$ cat src/rtl/pi1_streamldr.sv
// PI1 bus initiator that packs an incoming byte stream little-endian into
// ARCHBITSZ-bit words and writes them to consecutive word addresses.
module pi1_streamldr #(
  parameter int ARCHBITSZ = 32,
  parameter int ADDRBITSZ = ARCHBITSZ - $clog2(ARCHBITSZ/8)
) (
  input  logic                   clk_i,
  input  logic                   rst_i,
  input  logic                   start_i,
  input  logic [ADDRBITSZ-1:0]   base_addr_i,
  input  logic [ADDRBITSZ-1:0]   wcnt_i,
  input  logic [7:0]             in_data_i,
  input  logic                   in_valid_i,
  output logic                   in_ready_o,
  output logic                   busy_o,
  output logic                   done_o,
  output logic [ARCHBITSZ-1:0]   sum_o,
  output logic [1:0]             pi1_op_o,
  output logic [ADDRBITSZ-1:0]   pi1_addr_o,
  output logic [ARCHBITSZ-1:0]   pi1_data_o,
  input  logic [ARCHBITSZ-1:0]   pi1_data_i,
  output logic [ARCHBITSZ/8-1:0] pi1_sel_o,
  input  logic                   pi1_rdy_i
);

  localparam int NB   = ARCHBITSZ / 8;
  localparam int IDXW = $clog2(NB);

  localparam logic [1:0] ST_IDLE    = 2'd0;
  localparam logic [1:0] ST_COLLECT = 2'd1;
  localparam logic [1:0] ST_WRITE   = 2'd2;
  localparam logic [1:0] ST_DONE    = 2'd3;

  localparam logic [1:0] PINOOP = 2'd0;
  localparam logic [1:0] PIWROP = 2'd1;

  logic [1:0]           state_q, state_d;
  logic [IDXW-1:0]      idx_q, idx_d;
  logic [ADDRBITSZ-1:0] addr_q, addr_d;
  logic [ADDRBITSZ-1:0] rem_q, rem_d;
  logic [ARCHBITSZ-1:0] word_q, word_d;
  logic [ARCHBITSZ-1:0] sum_q, sum_d;

  // Read data port exists only to fit the master slot; it carries nothing here.
  logic unused_pi1_data;
  assign unused_pi1_data = ^pi1_data_i;

  always_comb begin
    state_d = state_q;
    idx_d   = idx_q;
    addr_d  = addr_q;
    rem_d   = rem_q;
    word_d  = word_q;
    sum_d   = sum_q;
    case (state_q)
      ST_IDLE: begin
        if (start_i) begin
          if (wcnt_i != '0) begin
            addr_d  = base_addr_i;
            rem_d   = wcnt_i;
            sum_d   = '0;
            idx_d   = '0;
            state_d = ST_COLLECT;
          end else begin
            state_d = ST_DONE;
          end
        end
      end
      ST_COLLECT: begin
        if (in_valid_i) begin
          word_d[{idx_q, 3'b000} +: 8] = in_data_i;
          if (idx_q == IDXW'(NB - 1)) begin
            idx_d   = '0;
            state_d = ST_WRITE;
          end else begin
            idx_d = idx_q + 1'b1;
          end
        end
      end
      ST_WRITE: begin
        if (pi1_rdy_i) begin
          sum_d   = sum_q + word_q;
          addr_d  = addr_q + 1'b1;
          rem_d   = rem_q - 1'b1;
          state_d = (rem_q == ADDRBITSZ'(1)) ? ST_DONE : ST_COLLECT;
        end
      end
      default: state_d = ST_IDLE;
    endcase
  end

  always_ff @(posedge clk_i) begin
    if (rst_i) begin
      state_q <= ST_IDLE;
      idx_q   <= '0;
      addr_q  <= '0;
      rem_q   <= '0;
      word_q  <= '0;
      sum_q   <= '0;
    end else begin
      state_q <= state_d;
      idx_q   <= idx_d;
      addr_q  <= addr_d;
      rem_q   <= rem_d;
      word_q  <= word_d;
      sum_q   <= sum_d;
    end
  end

  // Bus fields are forced to zero outside WRITE so the slot looks idle.
  assign in_ready_o = (state_q == ST_COLLECT);
  assign busy_o     = (state_q != ST_IDLE);
  assign done_o     = (state_q == ST_DONE);
  assign sum_o      = sum_q;
  assign pi1_op_o   = (state_q == ST_WRITE) ? PIWROP : PINOOP;
  assign pi1_addr_o = (state_q == ST_WRITE) ? addr_q : '0;
  assign pi1_data_o = (state_q == ST_WRITE) ? word_q : '0;
  assign pi1_sel_o  = (state_q == ST_WRITE) ? '1 : '0;

endmodule

$ cat config.mk
export PLATFORM = sky130hd
export DESIGN_NAME = pi1_streamldr
export DESIGN_NICKNAME = d
export VERILOG_FILES = /design/src/rtl/pi1_streamldr.sv
export SDC_FILE = /design/constraint.sdc
export NUM_CORES = 1
export LEC_CHECK = 0
export ABC_CLOCK_PERIOD_IN_PS = 3600
export CORE_ASPECT_RATIO = 0.6
export CORE_MARGIN = 1
export CORE_UTILIZATION = 50
export DETAILED_ROUTE_END_ITERATION = 6
export MAX_ROUTING_LAYER = met4
export PLACE_DENSITY = 0.81
export SLEW_MARGIN = 30
export SYNTH_ARGS = -nofsm -noshare
export SYNTH_HDL_FRONTEND = slang
export SYNTH_SLANG_ARGS = --single-unit
$ cat constraint.sdc
create_clock -name clk_i -period 3.6 [get_ports clk_i]
set_clock_uncertainty 0.15 [all_clocks]
set_input_delay 0.54 -clock clk_i [delete_from_list [all_inputs] [get_ports clk_i]]
set_output_delay 0.54 -clock clk_i [all_outputs]
set_load 0.03 [all_outputs]
==> out/metrics.cfg, run 1 <==
[critical_path]
worstSetupPathType = reg2reg
end_kind = flip-flop
ff2ff_path_depth = 13
r2r-start = word_q[0]$_SDFFE_PP0P_
cp.arrival_ps = 3540
worst_ep_required_time_ps = 3750
r2r-end = sum_o[28]$_SDFFE_PP0P_
cp-start-kind = flip-flop
path_max_fanout = 4
rrSetupSlack_ps = 210

[floorplanning]
dieArea_um2 = 17000
io_pins = 208
fp.dieH_um = 102
core_um2 = 15700
start_util_pct = 52.5
die_x_um = 168
rows = 35

[place]
hpwlAfterDp_mm = 18.0
portBuffers = 174
place_congestion = 0.962

[yosys]
yosysWarnings = 0
synth_top_area_cell = dfxtp_1
syn_area_per_cell_um2 = 7.21
syn-instance-count = 1144
syn_area_um2 = 8250
synth_edf_count = 0
ys_seq_area_share_pct = 31.1
async_flop_share_pct = 0
synth_nets = 1290
synth_cell_types = 70
synth_top_area_share_pct = 31.1
ys_ff_latch = 128
synth_commonest_cells = a21oi_1 (137), nor2_1 (137), dfxtp_1 (128), nand2_1 (122), o21ai_0 (76)
synthFlopType = dfxtp_1
yosys-top-cells-area = dfxtp_1 (31%), a21oi_1 (8.3%), nor2_1 (6.2%)

[sta]
final-hold-violation-count = 0
fin_setup_tns_ps = 0
rsz0062_at_grt = no
slew_headroom_pct = 35.8
slew_viol_final = 0
min_period_ps = 3390
tightest_slew_ps = 961
setup_viol_count_final = 0
fin_crit_sh_pct = 94.2
fmax_ghz = 0.295

[finish]
nets = 1426
diodes = 0
areaGrowthSynthToFinish_pct = 30.2
drive_gt1_share_pct = 6.26

[power_and_ir_drop]
p_switching_mw = 1.11
p_int_mw = 2.93
power_mw = 4.04
seqPwrFrac_pct = 38.9
leakagePower_nw = 4.23
powerDensity_nw_per_um2 = 376
swShare_pct = 27.4
combPwrFrac_pct = 14.7
p_clk_share_pct = 46.4
ir_drop_mv = 0.255

[cts]
cts_tree = yes
clkLatencyLatePin_ps = 410
clk_path_buf_depth = 2
hold_buffers = 0
cts.repair.resized = 0
cts_sinks = 128
clockRootBuffer = clkbuf_16
h-tree-depth = 4
cts-buffers-inserted = 17
clk_pin_slew_worst_paths_ps = 60
post_cts_buffers = 0

[route]
routed-wl-met2_mm = 10.1
highest_layer = met4
antenna_left = 0
totalWireLength_mm = 25.3
drt_iter0_drc = 730
drt-met1-wl_mm = 12.4
first_pass_iters = 5
drc_errors = 0
wire_per_inst_um = 16.9
via_per_inst = 5.99
met3_length_mm = 2.28
vias = 8959

[status]
status = completed

[grt]
grt_pass1_wl_mm = 41.0
gr-total-overflow = 0
antenna_found_initial = 0
first_global_vias = 8019
grt_max_degree = 59
gr-usage-all-layers_pct = 31.1

[hold_path]
min_path_type = reg2reg
whs_path_depth = 2
worstHoldStart = word_q[13]$_SDFFE_PP0P_
hold_end = word_q[13]$_SDFFE_PP0P_

[run]
cap_violations = 0

-- cells in the final DEF, fill, tap and decap left out, drive strengths merged, types with 3 or more instances in the layout --
| cell | instances |
|---|---|
| inv | 23 |
| nand3 | 65 |
| and2 | 61 |
| bufinv | 4 |
| o211ai | 3 |
| a21oi | 137 |
| a31oi | 9 |
| or3 | 7 |
| nor3 | 25 |
| nor4 | 17 |
| nand4 | 10 |
| a221oi | 6 |
| clkinvlp | 3 |
| xor2 | 16 |
| dfxtp | 128 |
| nor2b | 7 |
| o21ai | 88 |
| a22oi | 25 |
| xnor2 | 10 |
| ha | 40 |
| nand2b | 6 |
| a21o | 18 |
| a32oi | 4 |
| clkdlybuf4s50 | 166 |
| o21a | 4 |
| nor2 | 142 |
| clkinv | 5 |
| or2 | 6 |
| clkbuf | 20 |
| o22ai | 9 |
| buf | 26 |
| and3 | 16 |
| a211oi | 20 |
| o21bai | 7 |
| nand2 | 122 |
| o32ai | 3 |
| nor3b | 5 |
-- worst max-delay path by stage --
stage,endpoint,depth (start not counted),start,slack [ps]
3_5_place_dp,sum_o[31]$_SDFFE_PP0P_,10,wcnt_i[6],300
6_report,sum_o[28]$_SDFFE_PP0P_,13,word_q[0]$_SDFFE_PP0P_,210
2_1_floorplan,sum_o[28]$_SDFFE_PP0P_,13,sum_o[0]$_SDFFE_PP0P_,570
5_1_grt,sum_o[28]$_SDFFE_PP0P_,13,word_q[0]$_SDFFE_PP0P_,80
4_1_cts,sum_o[28]$_SDFFE_PP0P_,13,word_q[0]$_SDFFE_PP0P_,310
3_3_place_gp,sum_o[12]$_SDFFE_PP0P_,9,wcnt_i[6],260
-- power by group through the flow --
stage | logic [mW] | clock network (mW) | registers [mW]
detailed placement | 0.582 | 0 | 1.60
global placement | 0.568 | 0 | 1.59
floorplan | 0.384 | 0 | 1.57
global route | 0.655 | 1.95 | 1.58
CTS | 0.586 | 1.89 | 1.57
finish | 0.592 | 1.87 | 1.57
-- registers in the layout (all words and copies together) (netlist names) --
name / count
state_q: 2
rem_q: 30
word_q: 32
idx_q: 2
sum_o: 32
addr_q: 30
-- area by class of cell --
| type | count | area [µm²] |
|---|---|---|
| clock buffer | 20 | 457 |
| multi-input combinational | 918 | 5330 |
| timing repair buffer | 192 | 1870 |
| fill | 1317 | 4970 |
| clock inverter | 12 | 183 |
| sequential | 128 | 2560 |
| inverter | 23 | 87.6 |
| tap | 203 | 254 |
-- worst max-delay path, stage by stage (launching register included) --
cell and delay, ps:
dfxtp_1 360, ha_1 190, inv_1 60, fa_1 400, nor2b_1 190, o211ai_1 100, a21oi_1 300, o41ai_2 130
a21oi_1 470, o31ai_2 170, o311ai_1 330, o211ai_1 180, xor2_1 180, o21ai_1 70
-- stage by stage --
step | area [µm²] | worst slack (ps) | hold WS (ps) | utilization [%] | std cells
after floorplan | 8250 | 568 | 283 | - | 1144
after global placement | 10100 | 259 | 300 | 64.2 | 1464
after detailed placement | 10100 | 303 | 313 | 64.3 | 1464
after CTS | 10700 | 309 | 320 | 68.3 | 1496
after global routing | 10700 | 81.3 | 341 | 68.4 | 1496
final | 10700 | 208 | 320 | 68.4 | 1496
-- metal layers --
metal  global-route usage [%]  vias to the layer above
met5                        -                        -
met2                     43.2                      416
met4                     9.74                        0
met3                     5.20                       39
met1                     45.2                     4125
li1                         -                     4379
-- cell families (layout without fill, tap and decap cells) --
kind of cell             count (synthesis)  in the layout  synth area share, %
AO/OA/AOI/OAI                          354            354                 26.0
XOR/XNOR                                26             26                 2.76
adder cells (fa/ha/maj)                 41             41                 6.31
buffers and inverters                   98            247                 4.72
flip-flops                             128            128                 31.1
multiplexers                             1              1                0.121
other                                    1              1               0.0454
AND/OR/NAND/NOR                        495            495                 29.0
(Power assumes the default switching activity.)
==> run 2: changes to the inputs <==
Settings changed: GPL_ROUTABILITY_DRIVEN set to 0, GPL_TIMING_DRIVEN set to 0.
==> run 2 against run 1 <==
  * Sequential share of layout area fell by 0.14 points
  * Worst setup slack got worse by 140 ps
  * Largest cell class unchanged
  * Critical path type is now reg2out
  * Design area rose by 0.59%
  * Largest power group unchanged
==> out/metrics.cfg, run 2 (synthesis results as in run 1) <==
[critical_path]
end_kind = primary output
path_max_fanout = 11  ; +7
rrSetupSlack_ps = 150  ; -60 ps
cp.arrival_ps = 2840  ; -700 ps
cp-start-kind = flip-flop
worstSetupPathType = reg2out
worst_ep_required_time_ps = 2910  ; -840 ps

[sta]
fin_crit_sh_pct = 98.0  ; +3.8 points
fmax_ghz = 0.283  ; -3.8%
hold_ws_ps = 326  ; +6.09 ps
final-hold-violation-count = 0  ; unchanged
tightest_slew_ps = 921  ; -40.3 ps
slew_headroom_pct = 38.5  ; +2.7 points
finalWorstSetupSlack_ps = 72.1  ; -136 ps
min_period_ps = 3530  ; +136 ps
rsz0062_at_grt = no
fin_setup_tns_ps = 0  ; unchanged
slew_viol_final = 0  ; unchanged
setup_viol_count_final = 0  ; unchanged

[place]
placed_cell_area_um2 = 10200  ; +1.3%
post-place-ws_ps = -420  ; -723 ps
hpwlAfterDp_mm = 22.2  ; +23%
placed_cells = 1520  ; +3.8%
portBuffers = 173  ; -0.57%

[power_and_ir_drop]
leakagePower_nw = 4.21  ; -0.50%
power_mw = 3.92  ; -2.9%
ir_drop_mv = 0.378  ; +48%
powerDensity_nw_per_um2 = 363  ; -3.5%

[route]
vias = 9759  ; +8.9%
antenna_left = 0  ; unchanged
wire_per_inst_um = 19.6  ; +16%
first_pass_iters = 6  ; +1
drc_errors = 0  ; unchanged
drt_iter0_drc = 1363  ; +87%
via_per_inst = 6.29  ; +5.1%
totalWireLength_mm = 30.4  ; +20%

[finish]
stdcell_count = 1551  ; +3.7%
final_common_cell = clkdlybuf4s50_1
fin_area_um2 = 10800  ; +0.59%
final_cell_mix = clkdlybuf4s50_1 (173), a21oi_1 (137), nor2_1 (136)
areaGrowthSynthToFinish_pct = 31.0
drive_gt1_share_pct = 4.90  ; -1.4 points
nets = 1481  ; +3.9%
final_util_pct = 68.8  ; +0.41 points
diodes = 0  ; unchanged
fillers = 1323  ; +0.46%

[floorplanning]
rows = 35  ; unchanged
dieArea_um2 = 17000  ; unchanged
io_pins = 208  ; unchanged
fp.dieH_um = 102  ; unchanged
core_um2 = 15700  ; unchanged
start_util_pct = 52.5  ; unchanged
die_x_um = 168  ; unchanged

[cts]
clkLatencyLatePin_ps = 420  ; about the same
cts_sinks = 128  ; unchanged
clk_path_buf_depth = 2  ; unchanged
cts-buffers-inserted = 17  ; unchanged
clk_pin_slew_worst_paths_ps = 60  ; about the same
h-tree-depth = 4  ; unchanged
hold_buffers = 0  ; unchanged
cts_tree = yes
clockRootBuffer = clkbuf_16

[run]
cap_violations = 0  ; unchanged

[hold_path]
min_path_type = reg2reg

[grt]
antenna_found_initial = 0  ; unchanged
gr-total-overflow = 0  ; unchanged
gr-usage-all-layers_pct = 37.1  ; +6.0 points
first_global_vias = 8644  ; +7.8%
grt_max_degree = 17  ; -71%
grt_pass1_wl_mm = 47.2  ; +15%

[status]
status = completed

[run 2: where the power goes]
| group | internal [mW] | total, mW | switching, mW | leakage (nW) |
|---|---|---|---|---|
| Combinational | 0.246 | 0.658 | 0.413 | 2.89 |
| Clock | 0.965 | 1.69 | 0.723 | 0.268 |
| Sequential | 1.49 | 1.57 | 0.0869 | 1.04 |
[run 2: timing repair]
item / 4_1_cts / 5_1_grt
setup buffers: 0 / 0
setup endpoints to repair: 52 / 114
gates resized for setup: 3 / 10
[run 2: path summary, 6_finish.rpt]
path                            depth (start not counted)                     from                 endpoint
worst max-delay path                                    6  state_q[0]$_SDFFE_PP0P_           pi1_addr_o[29]
worst min-delay path                                    2  word_q[16]$_SDFFE_PP0P_  word_q[16]$_SDFFE_PP0P_
worst max register to register                         13   word_q[0]$_SDFFE_PP0P_   sum_o[28]$_SDFFE_PP0P_
worst min register to register                          2  word_q[16]$_SDFFE_PP0P_  word_q[16]$_SDFFE_PP0P_
[run 2: per-layer routing]
layer	track usage [%]	vias up	share of wire [%]
li1	-	4486	-
met1	54.0	4392	44
met2	48.4	803	38
met3	10.5	78	16
met4	10.7	0	1.9
met5	-	-	0
[run 2: area by class of cell]
cell class | count | area, µm² | area share, %
Buffer | 74 | 307 | 2.84
Clock buffer | 18 | 439 | 4.06
Multi-Input combinational cell | 918 | 5310 | 49.2
Tap cell | 203 | 254 | 2.35
Clock inverter | 14 | 116 | 1.08
Timing Repair Buffer | 173 | 1730 | 16.0
Inverter | 23 | 86.3 | 0.799
Sequential cell | 128 | 2560 | 23.7
[run 2: critical path: stages (launching register included)]
cell and delay, ps:
dfxtp_1 550, nand2b_1 240, clkinv_1 200, clkbuf_2 300, clkbuf_2 290, and2_1 240
clkdlybuf4s50_1 600
